$ cat src/rtl/interface_hcsr04_pkg.sv
// Shared definitions for the HC-SR04 front-end: state codes, default timing
// parameters, BCD widths and the saturating BCD increment.
package interface_hcsr04_pkg;

    localparam int TRIGGER_CICLOS_DEF = 500;        // 10 us at 50 MHz
    localparam int CICLOS_POR_CM_DEF  = 2941;       // 58.82 us at 50 MHz
    localparam int TIMEOUT_CICLOS_DEF = 2_000_000;  // 40 ms at 50 MHz

    localparam int BCD_DIGIT_W = 4;
    localparam int BCD_W       = 3 * BCD_DIGIT_W;

    typedef logic [BCD_W-1:0] bcd3_t;

    typedef enum logic [3:0] {
        ST_INICIAL       = 4'h0,
        ST_PREPARACAO    = 4'h1,
        ST_ENVIA_TRIGGER = 4'h2,
        ST_ESPERA_ECHO   = 4'h3,
        ST_MEDIDA        = 4'h4,
        ST_ARMAZENAMENTO = 4'h5,
        ST_FINAL_MEDIDA  = 4'h6,
        ST_ERRO          = 4'hE
    } estado_t;

    // Adds one to a 3-digit BCD value with decimal carry; 999 stays 999.
    function automatic bcd3_t bcd_inc_sat(input bcd3_t v);
        bcd3_t r;
        r = v;
        if (v != 12'h999) begin
            if (v[3:0] != 4'd9) begin
                r[3:0] = v[3:0] + 4'd1;
            end else begin
                r[3:0] = 4'd0;
                if (v[7:4] != 4'd9) begin
                    r[7:4] = v[7:4] + 4'd1;
                end else begin
                    r[7:4]  = 4'd0;
                    r[11:8] = v[11:8] + 4'd1;
                end
            end
        end
        return r;
    endfunction

endpackage

$ cat src/rtl/interface_hcsr04_if.sv
// Sensor-side and control-unit-side signals of the HC-SR04 front-end.
interface interface_hcsr04_if;
    import interface_hcsr04_pkg::*;

    logic        medir;
    logic        echo;
    logic        trigger;
    bcd3_t       medida;
    logic        pronto;
    logic        erro;
    logic [3:0]  db_estado;

    // Driver of requests / sensor echo (control unit + sensor side).
    modport master (
        output medir, echo,
        input  trigger, medida, pronto, erro, db_estado
    );

    // The measurement front-end itself.
    modport slave (
        input  medir, echo,
        output trigger, medida, pronto, erro, db_estado
    );

endinterface

$ cat src/rtl/interface_hcsr04_contador_cm.sv
// Echo-width to centimetre converter: divisor counter feeding a saturating
// 3-digit BCD accumulator, with round-half-up on the leftover remainder.
module interface_hcsr04_contador_cm
    import interface_hcsr04_pkg::*;
#(
    parameter int CICLOS_POR_CM = CICLOS_POR_CM_DEF
) (
    input  logic  clock,
    input  logic  reset,
    input  logic  zera_i,
    input  logic  conta_i,
    output bcd3_t resultado_o
);

    localparam int DIV_W = (CICLOS_POR_CM > 1) ? $clog2(CICLOS_POR_CM) : 1;
    localparam logic [DIV_W-1:0] DIV_MAX = DIV_W'(CICLOS_POR_CM - 1);
    localparam logic [DIV_W-1:0] DIV_HALF = DIV_W'(CICLOS_POR_CM / 2);

    logic [DIV_W-1:0] div_q, div_d;
    bcd3_t            acc_q, acc_d;
    logic             arredonda;

    // Next-state: clear on zera, otherwise advance divisor and carry into BCD.
    always_comb begin
        // NOTE: every combinational output gets a default first so no path leaves it unassigned (no latch).
        div_d = div_q;
        acc_d = acc_q;
        if (zera_i) begin
            div_d = '0;
            acc_d = '0;
        end else if (conta_i) begin
            if (div_q == DIV_MAX) begin
                div_d = '0;
                acc_d = bcd_inc_sat(acc_q);
            end else begin
                div_d = div_q + DIV_W'(1);
            end
        end
    end

    // Divisor and accumulator registers.
    always_ff @(posedge clock or posedge reset) begin
        // NOTE: state registers use non-blocking assignments so all flops update from pre-edge values.
        if (reset) begin
            div_q <= '0;
            acc_q <= '0;
        end else begin
            div_q <= div_d;
            acc_q <= acc_d;
        end
    end

    // Remainder of at least half a centimetre rounds the result up.
    assign arredonda   = (CICLOS_POR_CM > 1) && (div_q >= DIV_HALF);
    assign resultado_o = arredonda ? bcd_inc_sat(acc_q) : acc_q;

endmodule

$ cat src/rtl/interface_hcsr04.sv
// HC-SR04 measurement front-end: trigger generation, echo timing with
// timeout, BCD distance result and completion/error reporting.
module interface_hcsr04
    import interface_hcsr04_pkg::*;
#(
    parameter int TRIGGER_CICLOS = TRIGGER_CICLOS_DEF,
    parameter int CICLOS_POR_CM  = CICLOS_POR_CM_DEF,
    parameter int TIMEOUT_CICLOS = TIMEOUT_CICLOS_DEF
) (
    input  logic                 clock,
    input  logic                 reset,
    interface_hcsr04_if.slave    bus
);

    localparam int TRIG_W = $clog2(TRIGGER_CICLOS + 1);
    localparam int TO_W   = $clog2(TIMEOUT_CICLOS + 1);

    estado_t           state_q, state_d;
    logic              echo_meta_q, echo_s_q;
    logic [TRIG_W-1:0] trig_cnt_q, trig_cnt_d;
    logic [TO_W-1:0]   timeout_q, timeout_d;
    bcd3_t             medida_q, medida_d;
    logic              erro_q, erro_d;
    logic              zera, conta, timeout_hit;
    bcd3_t             resultado;
    logic [3:0]        db_estado;

    interface_hcsr04_contador_cm #(
        .CICLOS_POR_CM (CICLOS_POR_CM)
    ) u_contador_cm (
        .clock       (clock),
        .reset       (reset),
        .zera_i      (zera),
        .conta_i     (conta),
        .resultado_o (resultado)
    );

    // Two-flop synchroniser for the asynchronous echo line.
    always_ff @(posedge clock or posedge reset) begin
        if (reset) begin
            echo_meta_q <= 1'b0;
            echo_s_q    <= 1'b0;
        end else begin
            echo_meta_q <= bus.echo;
            echo_s_q    <= echo_meta_q;
        end
    end

    // Next-state and datapath control for the measurement sequence.
    always_comb begin
        state_d    = state_q;
        trig_cnt_d = trig_cnt_q;
        timeout_d  = timeout_q;
        medida_d   = medida_q;
        erro_d     = erro_q;
        zera       = 1'b0;
        conta      = 1'b0;
        // Last allowed cycle waiting for / timing the echo.
        timeout_hit = (timeout_q == TO_W'(TIMEOUT_CICLOS - 1));

        case (state_q)
            ST_INICIAL: begin
                if (bus.medir) state_d = ST_PREPARACAO;
            end
            ST_PREPARACAO: begin
                trig_cnt_d = '0;
                timeout_d  = '0;
                erro_d     = 1'b0;
                zera       = 1'b1;
                state_d    = ST_ENVIA_TRIGGER;
            end
            ST_ENVIA_TRIGGER: begin
                if (trig_cnt_q == TRIG_W'(TRIGGER_CICLOS - 1)) begin
                    state_d = ST_ESPERA_ECHO;
                end else begin
                    trig_cnt_d = trig_cnt_q + TRIG_W'(1);
                end
            end
            ST_ESPERA_ECHO: begin
                timeout_d = timeout_q + TO_W'(1);
                if (timeout_hit) begin
                    erro_d  = 1'b1;
                    state_d = ST_ERRO;
                end else if (echo_s_q) begin
                    // The rising-edge cycle is already part of the echo width.
                    conta   = 1'b1;
                    state_d = ST_MEDIDA;
                end
            end
            ST_MEDIDA: begin
                timeout_d = timeout_q + TO_W'(1);
                if (timeout_hit) begin
                    erro_d  = 1'b1;
                    state_d = ST_ERRO;
                end else if (echo_s_q) begin
                    conta = 1'b1;
                end else begin
                    state_d = ST_ARMAZENAMENTO;
                end
            end
            ST_ARMAZENAMENTO: begin
                medida_d = resultado;
                state_d  = ST_FINAL_MEDIDA;
            end
            ST_FINAL_MEDIDA: state_d = ST_INICIAL;
            ST_ERRO:         state_d = ST_INICIAL;
            default:         state_d = ST_INICIAL;
        endcase
    end

    // State, counters and held output registers.
    always_ff @(posedge clock or posedge reset) begin
        if (reset) begin
            state_q    <= ST_INICIAL;
            trig_cnt_q <= '0;
            timeout_q  <= '0;
            medida_q   <= '0;
            erro_q     <= 1'b0;
        end else begin
            state_q    <= state_d;
            trig_cnt_q <= trig_cnt_d;
            timeout_q  <= timeout_d;
            medida_q   <= medida_d;
            erro_q     <= erro_d;
        end
    end

    // Debug state code; anything outside the legal set reads as 0xF.
    always_comb begin
        db_estado = 4'hF;
        case (state_q)
            ST_INICIAL, ST_PREPARACAO, ST_ENVIA_TRIGGER, ST_ESPERA_ECHO,
            ST_MEDIDA, ST_ARMAZENAMENTO, ST_FINAL_MEDIDA, ST_ERRO:
                db_estado = state_q;
            default: db_estado = 4'hF;
        endcase
    end

    assign bus.trigger   = (state_q == ST_ENVIA_TRIGGER);
    assign bus.pronto    = (state_q == ST_FINAL_MEDIDA) || (state_q == ST_ERRO);
    assign bus.medida    = medida_q;
    assign bus.erro      = erro_q;
    assign bus.db_estado = db_estado;

endmodule
$ cat src/flat_wrapper.sv
// flat-port wrapper written by rule: the top's interface ports become plain ports
module interface_hcsr04_flat import interface_hcsr04_pkg::*;
#(
    parameter int TRIGGER_CICLOS = TRIGGER_CICLOS_DEF,
    parameter int CICLOS_POR_CM  = CICLOS_POR_CM_DEF,
    parameter int TIMEOUT_CICLOS = TIMEOUT_CICLOS_DEF
)
  (clock, reset, bus_medir, bus_echo, bus_trigger, bus_medida, bus_pronto, bus_erro, bus_db_estado);
  interface_hcsr04_if bus_i ();
  input  logic clock;
  input  logic reset;
  input wire logic [$bits(bus_i.medir)-1:0] bus_medir;
  input wire logic [$bits(bus_i.echo)-1:0] bus_echo;
  output wire logic [$bits(bus_i.trigger)-1:0] bus_trigger;
  output wire logic [$bits(bus_i.medida)-1:0] bus_medida;
  output wire logic [$bits(bus_i.pronto)-1:0] bus_pronto;
  output wire logic [$bits(bus_i.erro)-1:0] bus_erro;
  output wire logic [$bits(bus_i.db_estado)-1:0] bus_db_estado;
  assign bus_i.medir = bus_medir;
  assign bus_i.echo = bus_echo;
  assign bus_trigger = bus_i.trigger;
  assign bus_medida = bus_i.medida;
  assign bus_pronto = bus_i.pronto;
  assign bus_erro = bus_i.erro;
  assign bus_db_estado = bus_i.db_estado;
  interface_hcsr04 #(.TRIGGER_CICLOS(TRIGGER_CICLOS), .CICLOS_POR_CM(CICLOS_POR_CM), .TIMEOUT_CICLOS(TIMEOUT_CICLOS)) u_core (.clock(clock), .reset(reset), .bus(bus_i));
endmodule
$ cat config.mk
export PLATFORM = sky130hd
export DESIGN_NAME = interface_hcsr04_flat
export DESIGN_NICKNAME = d
export VERILOG_FILES = /design/src/rtl/interface_hcsr04_pkg.sv /design/src/rtl/interface_hcsr04_if.sv /design/src/rtl/interface_hcsr04_contador_cm.sv /design/src/rtl/interface_hcsr04.sv /design/src/flat_wrapper.sv
export SDC_FILE = /design/constraint.sdc
export NUM_CORES = 1
export LEC_CHECK = 0
export ABC_AREA = 0
export CAP_MARGIN = 20
export CORE_MARGIN = 2
export CORE_UTILIZATION = 65
export CTS_BUF_LIST = sky130_fd_sc_hd__clkbuf_8
export DETAILED_ROUTE_END_ITERATION = 7
export GPL_TIMING_DRIVEN = 0
export PLACE_DENSITY = 0.86
export SYNTH_ARGS = -nofsm -noshare
export SYNTH_HDL_FRONTEND = slang
export SYNTH_HIERARCHICAL = 1
export SYNTH_SLANG_ARGS = --single-unit
$ cat constraint.sdc
create_clock -name clock -period 7.5 [get_ports clock]
set_clock_uncertainty 0.1 [all_clocks]
set_input_delay 0.75 -clock clock [delete_from_list [all_inputs] [get_ports clock]]
set_output_delay 0.75 -clock clock [all_outputs]
set_load 0.02 [all_outputs]
# After elaboration in Yosys (flattened, before gate mapping)
# Cells that the tools add are included.
[classes]
n_addsub = 6
n_lt_le_gt_ge = 1
n_eq_ne = 19
muxes = 29
n_reduce_logical = 12
[ops]
columns = ["operator", "n"]
rows = [
  ["$mux 12", 8],
  ["$pmux 21 s2", 1],
  ["$mux 4", 10],
  ["$pmux 4 s6", 1],
  ["$add 21x1->21 const B", 1],
  ["$eq 21x21->1 const B", 1],
  ["$pmux 9 s2", 1],
  ["$add 12x1->12 const B", 1],
  ["$add 4x1->4 const B", 3],
  ["$eq 12x12->1 const B", 1],
  ["$eq 4x3->1 const B", 3],
  ["$ge 12x11->1 const B", 1],
  ["$ne 12x12->1 const B", 1],
  ["$add 9x1->9 const B", 1],
  ["$eq 9x9->1 const B", 1],
  ["$mux 9", 1],
  ["$eq 4x2->1 const B", 2],
  ["$mux 8", 1],
  ["$ne 4x4->1 const B", 2],
  ["$reduce_bool 2->1", 4],
  ["$reduce_or 8->1", 1],
  ["$reduce_and 2->1", 3],
  ["$mux 1", 5],
  ["$eq 4x1->1 const B", 1],
  ["other kinds (10)", 12],
]
[totals]
register_bits = 73
in_bits = 4
output_inout_bits = 19
elab_cells = 76

# Longest topological paths before layout
# Gate-level depths: netlist of run 1.
[depth]
depth_word = 7
mapped_depth = 11
mapped_depth_nobuf = 8

# Cells and area by module
# The synthesis of run 1 kept the hierarchy.
[modules_own_cells]
columns = ["mod", "n_inst", "cells_each", "area_each_um2", "seq_area_each_um2"]
rows = [
  ["interface_hcsr04", 1, 233, 2421.1, 1226.2],
  ["interface_hcsr04_contador_cm", 1, 184, 1669.1, 600.6],
]

# Worst setup path before layout of run 1
# OpenSTA, ideal clock, no wires.
[synth_timing]
path_type = "reg-to-reg"
from = "register u_core.state_q[0]"
to = "register u_core.u_contador_cm.acc_q[11]"
t_arrival_ps = 2830
required_time_ps = 7323
setup_slack_ps = 4493
path_stages_with_launch = 10
path_buffers = 2
synth_period_minus_slack_ps = 3007
cell_sequence = "dfrtp_1 > or4b_1 > buf_2 > and2_4 > buf_6 > nor3_1 > nand2_1 > or4_4 > or4_1 > a21oi_1"
[synth_between]
elab_chain_len = 5
[synth_rtl]
columns = ["element", "line", "source"]
rows = [
  ["from (decl)", "interface_hcsr04.sv:18", "estado_t state_q, state_d;"],
  ["from (signal assigned)", "interface_hcsr04.sv:120", "state_q <= state_d;"],
  ["$eq 4x2->1 or $eq 4x3->1 (tied branches)", "interface_hcsr04.sv:61", "case (state_q)"],
  ["$reduce_or 2->1 (no source line) (*)", "--", ""],
  ["$mux 1 (*)", "--", ""],
  ["via u_core.conta", "interface_hcsr04.sv:24", "logic zera, conta, timeout_hit;"],
  ["$reduce_bool 2->1 (no source line) (*)", "--", ""],
  ["$reduce_and 2->1 (no source line) (*)", "--", ""],
  ["to (signal assigned)", "interface_hcsr04_contador_cm.sv:46", "acc_q <= '0;"],
  ["to (signal assigned)", "interface_hcsr04_contador_cm.sv:49", "acc_q <= acc_d;"],
  ["to (decl)", "interface_hcsr04_contador_cm.sv:20", "bcd3_t acc_q, acc_d;"],
]
# Mark *: on every way through the listed nets, which the timed path passes. The rest lies on a longest branch.
# A chain may end at the register's enable or synchronous reset.

# Worst setup path in the final report of run 1
[layout_timing]
from = "register u_core.state_q[3]"
to = "register u_core.u_contador_cm.acc_q[9]"
# Same word-level chain as after synthesis.

==> results of run 1 <==
## Yosys cell counts, drive strengths merged, types with 4 or more instances
| library cell | n | area share [%] |
|---|---|---|
| a21oi | 19 | 2.5 |
| a31oi | 4 | 0.61 |
| and3 | 8 | 1.2 |
| and4 | 6 | 1.3 |
| buf | 7 | 1.2 |
| clkbuf | 15 | 1.6 |
| dfrtp | 73 | 45 |
| ha | 7 | 2.1 |
| inv | 14 | 1.3 |
| mux2 | 17 | 4.7 |
| mux2i | 23 | 5.6 |
| nand2 | 47 | 4.3 |
| nand2b | 5 | 0.76 |
| nand3 | 32 | 3.9 |
| nand4 | 16 | 2.6 |
| nor2 | 25 | 2.3 |
| nor3 | 7 | 0.86 |
| nor4 | 5 | 1.1 |
| o21ai | 12 | 1.5 |
| o31ai | 4 | 0.73 |
| or2 | 4 | 0.61 |
| or3 | 5 | 0.76 |
| xnor2 | 9 | 1.9 |
| xor2 | 10 | 2.1 |
## sequential cells by signal (all words and copies together), names as in the netlist
| name | count |
|---|---|
| u_core/timeout_q | 21 |
| u_core/bus.medida | 12 |
| u_core/u_contador_cm/acc_q | 12 |
| u_core/u_contador_cm/div_q | 12 |
| u_core/trig_cnt_q | 9 |
| u_core/state_q | 4 |
| u_core/bus.erro | 1 |
| u_core/echo_meta_q | 1 |
| u_core/echo_s_q | 1 |
## power groups by stage
stage	sequential (mW)	clock [mW]	combinational [mW]
final	0.394	0.396	0.0129
after global routing	0.394	0.419	0.0148
after CTS	0.394	0.401	0.0117
after detailed placement	0.402	0	0.0116
after global placement	0.402	0	0.0101
after floorplan	0.402	0	0.00595
## worst max-delay path, stage by stage, from the launching register on
cell      delay, ns
dfrtp_1        0.47
or4b_1         0.49
buf_2          0.18
and2_4         0.16
buf_6          0.13
nor3_1         0.53
nand2_1        0.16
nor4_1         0.34
clkbuf_1       0.46
a21oi_1        0.17
a211oi_1       0.31
## stage by stage
| step | power, mW | hold slack (ns) | setup slack, ns | std cells |
|---|---|---|---|---|
| 6_report | 0.8029 | 0.2530 | 3.901 | 532 |
| 4_1_cts | 0.8063 | 0.2546 | 3.989 | 531 |
| 2_1_floorplan | 0.4078 | 0.2312 | 4.493 | 417 |
| 5_1_grt | 0.8277 | 0.2553 | 3.748 | 532 |
| 3_3_place_gp | 0.4120 | 0.2360 | 4.189 | 514 |
| 3_5_place_dp | 0.4136 | 0.2371 | 4.075 | 515 |
## kinds of logic after synthesis
group	count (synthesis)	synth area share (%)
fa+ha+maj	7	2.141
buf+inv	36	4.130
xor+xnor	19	4.069
flops	73	44.66
simple gates	182	25.02
mux	40	10.31
compound gates	60	9.667
## final cells by class
type | instances | area, µm² | share of cell area, %
repair buffers | 24 | 267.8 | 5.679
well taps | 75 | 93.84 | 1.990
plain buffers | 22 | 116.4 | 2.468
multi-input cells | 308 | 2095 | 44.43
flip-flops and latches | 73 | 1827 | 38.75
clock inverters | 4 | 97.59 | 2.070
inverters | 14 | 52.55 | 1.115
clock buffers | 12 | 165.2 | 3.503
## routing by layer
metal	GRT usage, %	wire (µm)	vias up
li1	-	-	1585
met1	35.51	3780	1671
met2	43.04	4606	105
met3	5.865	470	17
met4	11.77	136	0
met5	0	0	-
## layout by cell type (no fill, tap or decap), drive strengths merged, types with 3 or more instances in the layout
cell type / count
nand2b: 5
bufinv: 3
and3: 8
clkdlybuf4s50: 22
buf: 9
xnor2: 9
and2: 3
o211ai: 3
a311oi: 3
inv: 14
clkbuf: 27
nor3: 7
o21ai: 12
ha: 7
or2: 4
nor4: 5
o31ai: 4
nor2: 25
or3: 5
mux2i: 23
dfrtp: 73
and4: 6
nor3b: 3
mux2: 17
a21o: 3
a21oi: 19
a31oi: 4
nand2: 47
xor2: 10
nand3: 32
nand4: 16
## how the worst max path moves through the flow
| stage | from | to | slack, ns | cells past startpoint |
|---|---|---|---|---|
| after global routing | u_core/state_q[3] | u_core/u_contador_cm/acc_q[9] | 3.75 | 10 |
| after detailed placement | u_core/state_q[3] | u_core/u_contador_cm/acc_q[10] | 4.08 | 10 |
| final | u_core/state_q[3] | u_core/u_contador_cm/acc_q[9] | 3.90 | 10 |
| after floorplan | u_core/state_q[0] | u_core/u_contador_cm/acc_q[11] | 4.49 | 9 |
| after global placement | u_core/state_q[3] | u_core/u_contador_cm/acc_q[11] | 4.19 | 9 |
| after CTS | u_core/state_q[3] | u_core/u_contador_cm/acc_q[9] | 3.99 | 10 |
==> flow_summary.yaml, run 1 <==
route:
  ant_nets: 0
  dr.pass1.iters: 5
  vias: 3378
  drt_first_iter_violations: 218
  drc: 0
  wl_per_cell_um: 16.90
  routed_wl_um: 8993
  viasPerCell: 6.350
critical_path:
  cp.arrival_ns: 3.73
  criticalPathCategory: "reg2reg"
  r2r_end: "u_core/u_contador_cm/acc_q[9]"
  worst_r2r_path_depth: 10
  rr_startpoint: "u_core/state_q[3]"
  setup.worst_path.end_class: "flip-flop"
  crit_path_start_kind: "flip-flop"
  cp_max_fo: 10
  cp.required_ns: 7.63
  r2r_slack_ns: 3.90
clock_network:
  cts_resized: 0
  postCtsHoldBufs: 0
  numClockSinks: 73
  clock-root-buffer: "clkbuf_8"
  clkLatencyLatePin_ns: 0.34
  cts_setup_buffers: 0
  path_clk_slew_ns: 0.08
  cts_tree: "done"
  htree_levels: 3
  numCtsBuffers: 9
  cts.path.max_buffers: 2
synth:
  synth_seq_cells: 73
  postSynthAreaPerCell_um2: 9.809
  synth-edff-count: 0
  synthesis.area_mm2: 0.004090
  synthesis.nets: 428
  ys_dominant_reg_cell: "dfrtp_1"
  async_reset_ff_share_pct: 100.0
  seq_area_frac_synth_pct: 44.66
  synth_cell_types: 59
  synth_warnings: 6
  syn_inst: 417
grt:
  overflow: 0
  grt_max_degree: 26
  grt_pass1_wl_um: 15230
  antenna_found_initial: 0
  grt_usage_pct: 26.95
  grt_pass1_vias: 3329
floorplan:
  dieArea_mm2: 0.006943
  die_w_um: 83.33
  rows: 28
  start_util_pct: 68.27
  io_pins: 23
  coreArea_mm2: 0.005991
  die_h_um: 83.33
cells_and_area:
  fin_nets: 463
  diodes: 0
  utilization_pct: 78.70
  drive_gt1_share_pct: 12.69
  fillerInstances: 391
  syn_to_final_growth_pct: 15.26
  stdcell_area_mm2: 0.004715
power_and_ir_drop:
  switching_share_pct: 19.53
  pwr-share-comb_pct: 1.6
  power_leakage_nw: 2.250
  seqPwrFrac_pct: 49.1
  power.density_mw_per_mm2: 170.3
  intPower_uw: 646.2
  clkPwrFrac_pct: 49.3
  p_switching_uw: 156.8
  ir_drop_mv: 0.1290
timing:
  timing.fmax_ghz: 0.2778
  tns_ns: 0
  finalSetupViolations: 0
  period_needed_ns: 3.599
  fin_crit_sh_pct: 47.99
  drv_slew: 0
  tightestPinTransition_ns: 0.8110
  relSlewSlack_pct: 45.44
  rsz0062_at_grt: "no"
  hold_viol: 0
hold_path:
  hp-class: "reg2reg"
  holdPathStages: 0
  min_from: "u_core/echo_meta_q"
  hold_end: "u_core/echo_s_q"
place:
  port_buffers: 22
  gp_congestion: 0.8975
  post-dp-hpwl_um: 5961
  place_area_mm2: 0.004424
status:
  status: "completed"
job:
  cap_violations: 0
No activity file was read; power rests on OpenSTA's default activity.
==> run 2, diff against run 1 <==
--- a/config.mk
+++ b/config.mk
@@ -8,11 +8,11 @@
 export ABC_AREA = 0
 export CAP_MARGIN = 20
 export CORE_MARGIN = 2
-export CORE_UTILIZATION = 65
+export CORE_UTILIZATION = 62
 export CTS_BUF_LIST = sky130_fd_sc_hd__clkbuf_8
 export DETAILED_ROUTE_END_ITERATION = 7
 export GPL_TIMING_DRIVEN = 0
-export PLACE_DENSITY = 0.86
+export PLACE_DENSITY = 0.82
 export SYNTH_ARGS = -nofsm -noshare
 export SYNTH_HDL_FRONTEND = slang
 export SYNTH_HIERARCHICAL = 1
==> constraint.sdc (replaced) <==
create_clock -name clock -period 3.7 [get_ports clock]
set_clock_uncertainty 0.1 [all_clocks]
set_input_delay 0.37 -clock clock [delete_from_list [all_inputs] [get_ports clock]]
set_output_delay 0.37 -clock clock [all_outputs]
set_load 0.02 [all_outputs]
==> flow_summary.yaml, run 2 (synthesized netlist as in run 1, its figures left out) <==
cells_and_area:
  fin_nets: 462
  seq_area_mm2: 0.001827
  largest_register: "u_core/timeout_q"
  syn_to_final_growth_pct: 13.89
  final_common_cell: "dfrtp_1"
  layout.cells.non_filler: 533
  layout_common_cells: "dfrtp_1 (73), nand2_1 (47), nand3_1 (32), nor2_1 (25), mux2i_1 (23)"
  largest_register_ffs: 21
  fillerInstances: 456
  multi_input_area_mm2: 0.002100
  diodes: 0
  drive_gt1_share_pct: 12.50
clock_network:
  cts_setup_buffers: 0
  cts_tree: "done"
  clock-root-buffer: "clkbuf_8"
  numCtsBuffers: 9
  cts.path.max_buffers: 2
  numClockSinks: 73
  path_clk_slew_ns: 0.07
  htree_levels: 3
  clkLatencyLatePin_ns: 0.35
power_and_ir_drop:
  pwr-share-comb_pct: 1.5
  ir_drop_mv: 0.2663
  seqPwrFrac_pct: 53.0
  p_switching_uw: 302.3
  switching_share_pct: 20.05
  power_leakage_nw: 2.229
  clkPwrFrac_pct: 45.5
  intPower_mw: 1.205
  power.density_mw_per_mm2: 323.7
route:
  drt_first_iter_violations: 224
  vias: 3328
  viasPerCell: 6.244
  wl_per_cell_um: 16.28
  routed_wl_um: 8678
  ant_nets: 0
  drc: 0
  dr.pass1.iters: 5
place:
  post-dp-hpwl_um: 5788
  gp_congestion: 0.9048
  port_buffers: 22
  dp.cells: 517
timing:
  timing.fmax_ghz: 0.3030
  hold_viol: 0
  drv_slew: 0
  rsz0062_at_grt: "no"
  finalSetupViolations: 0
  tns_ns: 0
  tightestPinTransition_ns: 0.9672
  period_needed_ns: 3.300
  relSlewSlack_pct: 35.45
  fin_crit_sh_pct: 89.19
critical_path:
  cp.required_ns: 3.83
  crit_chain: "or4b_1 -> buf_2 -> and2_4 -> buf_6 -> nor3_2 -> nand2_1 -> nor4_1 -> clkbuf_1 -> a21oi_1 -> a211oi_1"
  critPathBufInv: 3
  cp.arrival_ns: 3.43
  criticalPathCategory: "reg2reg"
  cp_slowest_cell: "or4b_1"
  crit_path_start_kind: "flip-flop"
  setup.worst_path.end_class: "flip-flop"
  max_stage_delay_ns: 0.50
  cp_max_fo: 10
  critPathTopFamily: "simple AND/OR/NAND/NOR gates"
grt:
  grt_max_degree: 40
  antenna_found_initial: 0
  grt_pass1_vias: 3124
  overflow: 0
  grt_usage_pct: 26.09
  grt_pass1_wl_um: 14990
floorplan:
  dieArea_mm2: 0.007262
  start_util_pct: 64.41
  die_h_um: 85.22
  die_w_um: 85.22
  rows: 29
  io_pins: 23
  coreArea_mm2: 0.006350
hold_path:
  hp-class: "in2async"
status:
  status: "completed"
job:
  cap_violations: 0
[run 2: area by class of cell]
type                       count  area share (%)
buffer                        22           2.498
clock buffer                  14           4.136
clock inverter                 2          0.7252
inverter                      14           1.128
multi-input combinational    308           45.07
sequential                    73           39.22
tap                           77           2.068
timing repair buffer          23           5.157
[run 2: power by group through the flow]
stage | clock, mW | combinational (mW) | sequential, mW
after CTS | 0.701 | 0.0233 | 0.799
final | 0.686 | 0.0222 | 0.799
after global placement | 0 | 0.0201 | 0.815
after floorplan | 0 | 0.0121 | 0.814
after detailed placement | 0 | 0.0234 | 0.815
after global routing | 0.733 | 0.0261 | 0.799
[run 2: through the flow]
stage          hold slack (ns)  setup WS [ns]  cell area (µm²)  power, mW  util (%)
2_1_floorplan           0.2312         0.6929             4090     0.8265         -
3_3_place_gp            0.2527         0.3449             4407     0.8348     69.40
3_5_place_dp            0.2544         0.3513             4427     0.8381     69.71
4_1_cts                 0.2158         0.2242             4653      1.523     73.28
5_1_grt                 0.2421         0.1984             4658      1.557     73.36
6_report                0.2198         0.3999             4658      1.508     73.36
[run 2: timing repair]
| item | 4_1_cts | 5_1_grt |
|---|---|---|
| hold buffers | 0 | 0 |
| resized for setup | 0 | 1 |
| endpoints found under the setup margin | 0 | 3 |
[run 2: layer usage]
metal  vias to the layer above  part of all wire [%]  GRT usage, %
li1                       1584                     -             -
met1                      1609                    45         35.77
met2                       114                    48         40.70
met3                        21                   4.9         4.669
met4                         0                   2.2         11.83
met5                         -                     0             0
[run 2: path summary, 6_finish.rpt]
path                                                  to  slack (ns)                from  cells after the start
setup / recovery           u_core/u_contador_cm/acc_q[9]        0.40   u_core/state_q[3]                     10
max in group asynchronous  u_core/u_contador_cm/div_q[0]        2.38               reset                      2
hold / removal                      u_core/bus.medida[9]        0.22               reset                      2
min in group clock                       u_core/echo_s_q        0.27  u_core/echo_meta_q                      0
hold reg to reg                          u_core/echo_s_q        0.27  u_core/echo_meta_q                      0
setup reg to reg           u_core/u_contador_cm/acc_q[9]        0.40   u_core/state_q[3]                     10
==> run 3, diff against run 2 <==
--- a/config.mk
+++ b/config.mk
@@ -15,5 +15,4 @@
 export PLACE_DENSITY = 0.82
 export SYNTH_ARGS = -nofsm -noshare
 export SYNTH_HDL_FRONTEND = slang
-export SYNTH_HIERARCHICAL = 1
 export SYNTH_SLANG_ARGS = --single-unit
==> flow_summary.yaml, run 3 <==
status:
  status: "completed"
power_and_ir_drop:
  power.density_mw_per_mm2: 506.0
  power_leakage_nw: 1.902
  clkPwrFrac_pct: 23.4
  p_switching_uw: 909.8
  pwr-share-comb_pct: 35.7
  intPower_mw: 1.413
  ir_drop_mv: 0.3431
  seqPwrFrac_pct: 40.9
  switching_share_pct: 39.17
critical_path:
  criticalPathCategory: "reg2reg"
  critPathLaunch: "u_core.state_q[0]"
  r2r_end: "u_core.u_contador_cm.div_q[8]"
  crit_path_start_kind: "flip-flop"
  critPathTopFamily: "buffers and inverters"
  cp_slowest_cell: "nor4b_1"
  setup.worst_path.end_class: "flip-flop"
  cp.arrival_ns: 2.94
  cp_max_fo: 10
  rr_startpoint: "u_core.state_q[0]"
  cp.required_ns: 3.83
  max_stage_delay_ns: 0.64
  cp.depth: 6
  r2r_slack_ns: 0.89
  path_common_cell: "clkbuf_1"
  crit_chain: "clkbuf_1 -> nor4b_1 -> clkbuf_1 -> clkbuf_1 -> o21ai_0 -> o2bb2ai_1"
  worst_r2r_path_depth: 6
  cp-endpoint: "u_core.u_contador_cm.div_q[8]"
  critPathBufInv: 3
clock_network:
  path_clk_slew_ns: 0.07
  numCtsBuffers: 9
  cts.path.max_buffers: 2
  clock-root-buffer: "clkbuf_8"
  htree_levels: 3
  numClockSinks: 73
  clkLatencyLatePin_ns: 0.35
  cts_resized: 0
  cts_setup_buffers: 0
  postCtsHoldBufs: 0
  cts_tree: "done"
cells_and_area:
  syn_to_final_growth_pct: 11.89
  drive_gt1_share_pct: 8.041
  final_common_cell: "dfrtp_1"
  layout_common_cells: "dfrtp_1 (73), nand2_1 (55), o21ai_0 (37), nand3_1 (30), nor2_1 (26)"
  diodes: 0
  utilization_pct: 71.88
  largest_register: "u_core.timeout_q"
  largest_register_ffs: 21
  stdcell_area_mm2: 0.004591
  fin_nets: 492
floorplan:
  dieArea_mm2: 0.007284
  die_h_um: 85.35
  die_w_um: 85.35
  rows: 29
  io_pins: 23
  start_util_pct: 64.24
  coreArea_mm2: 0.006386
route:
  viasPerCell: 6.365
  drt_first_iter_violations: 312
  wl_per_cell_um: 16.50
  ant_nets: 0
  drc: 0
  vias: 3577
  dr.pass1.iters: 4
  routed_wl_um: 9274
timing:
  tns_ns: 0
  timing.fmax_ghz: 0.3552
  drv_slew: 0
  fin_crit_sh_pct: 76.08
  hold_slack_ns: 0.2498
  tightestPinTransition_ns: 0.8877
  setup_ws_ns: 0.8850
  relSlewSlack_pct: 40.82
  rsz0062_at_grt: "no"
  hold_viol: 0
  finalSetupViolations: 0
  period_needed_ns: 2.815
place:
  post-dp-hpwl_um: 6135
  gp_congestion: 0.8863
  port_buffers: 22
  place_area_mm2: 0.004422
  place_ws_ns: 0.9627
synth:
  synth_most_common_cell: "dfrtp_1"
  seq_area_frac_synth_pct: 44.53
  postSynthAreaPerCell_um2: 9.178
  synth_cell_types: 70
  synth_seq_cells: 73
  yosys.area.top_type: "dfrtp_1"
  async_reset_ff_share_pct: 100.0
  synth_top_area_share_pct: 44.53
  synthesis.nets: 458
  ys_dominant_reg_cell: "dfrtp_1"
  yosys-top-cells-count: "dfrtp_1 (73), nand2_1 (55), o21ai_0 (37)"
  synth_area_leaders: "dfrtp_1 (45%), nand2_1 (5.0%), o21ai_0 (4.5%), nand3_1 (3.7%), mux2i_1 (2.4%)"
  synthesis.area_mm2: 0.004103
  synth_warnings: 0
  synth-edff-count: 0
  syn_inst: 447
grt:
  grt_usage_pct: 27.64
  overflow: 0
  grt_max_degree: 74
  antenna_found_initial: 0
  grt_pass1_vias: 3501
  grt_pass1_wl_um: 16140
hold_path:
  min_from: "u_core.echo_meta_q"
  hp-class: "reg2reg"
job:
  cap_violations: 0
==> run 3: cell types whose count changed after synthesis, sizes merged, moves of 6 or more <==
cell	change
mux2i	-13
xnor2	-6
clkbuf	+7
mux2	-15
o21ai	+29
o2bb2ai	+9
nand2	+8
==> run 3: cells by family after synthesis <==
group / after synthesis / share of synthesized area [%]
AOI/OAI and AO/OA: 121 / 19.92
DFF: 73 / 44.53
xor gates and xnor gates: 11 / 2.348
muxes: 12 / 2.989
buffers and inverters: 36 / 3.477
adders and majority gates: 7 / 2.135
and+or+nand+nor: 187 / 24.61
==> run 3: per-layer routing <==
layer  share of wire, %  wire length, µm  global-route usage (%)
met5                  0                0                       0
met4                2.0              182                   12.12
met3                4.4              408                   5.058
met2                 47             4392                   43.68
met1                 46             4291                   37.44
==> run 3: power groups by stage <==
| stage | registers, mW | logic (mW) | clock network [mW] |
|---|---|---|---|
| 2_1_floorplan | 0.960 | 0.557 | 0 |
| 3_3_place_gp | 0.957 | 0.789 | 0 |
| 3_5_place_dp | 0.961 | 0.812 | 0 |
| 4_1_cts | 0.949 | 0.820 | 0.550 |
| 5_1_grt | 0.965 | 0.920 | 0.584 |
| 6_report | 0.950 | 0.829 | 0.545 |
==> run 3: cell type report <==
class	instances	area [µm²]
inverter	11	43.79
sequential	73	1827
tap	77	96.34
clock buffer	10	137.6
multi-input combinational	338	2133
buffer	25	101.3
fill	505	1795
timing repair buffer	23	227.7
clock inverter	5	23.77
==> run 3: worst register-to-register path: stages, from the launching register on <==
cell       delay [ns]
dfrtp_1          0.40
clkbuf_1         0.37
nor4b_1          0.64
clkbuf_1         0.46
clkbuf_1         0.41
o21ai_0          0.18
o2bb2ai_1        0.14
==> run 3: how the worst min path moves through the flow <==
stage                       to  slack, ns  depth (start not counted)
2_1_floorplan  u_core.echo_s_q       0.23                          0
3_3_place_gp   u_core.echo_s_q       0.23                          0
3_5_place_dp   u_core.echo_s_q       0.24                          0
4_1_cts        u_core.echo_s_q       0.25                          0
5_1_grt        u_core.echo_s_q       0.26                          0
6_report       u_core.echo_s_q       0.25                          0
==> run 3: per-stage QoR <==
stage,power [mW],cells
2_1_floorplan,1.517,447
3_3_place_gp,1.745,546
3_5_place_dp,1.773,546
4_1_cts,2.319,561
5_1_grt,2.469,562
6_report,2.323,562
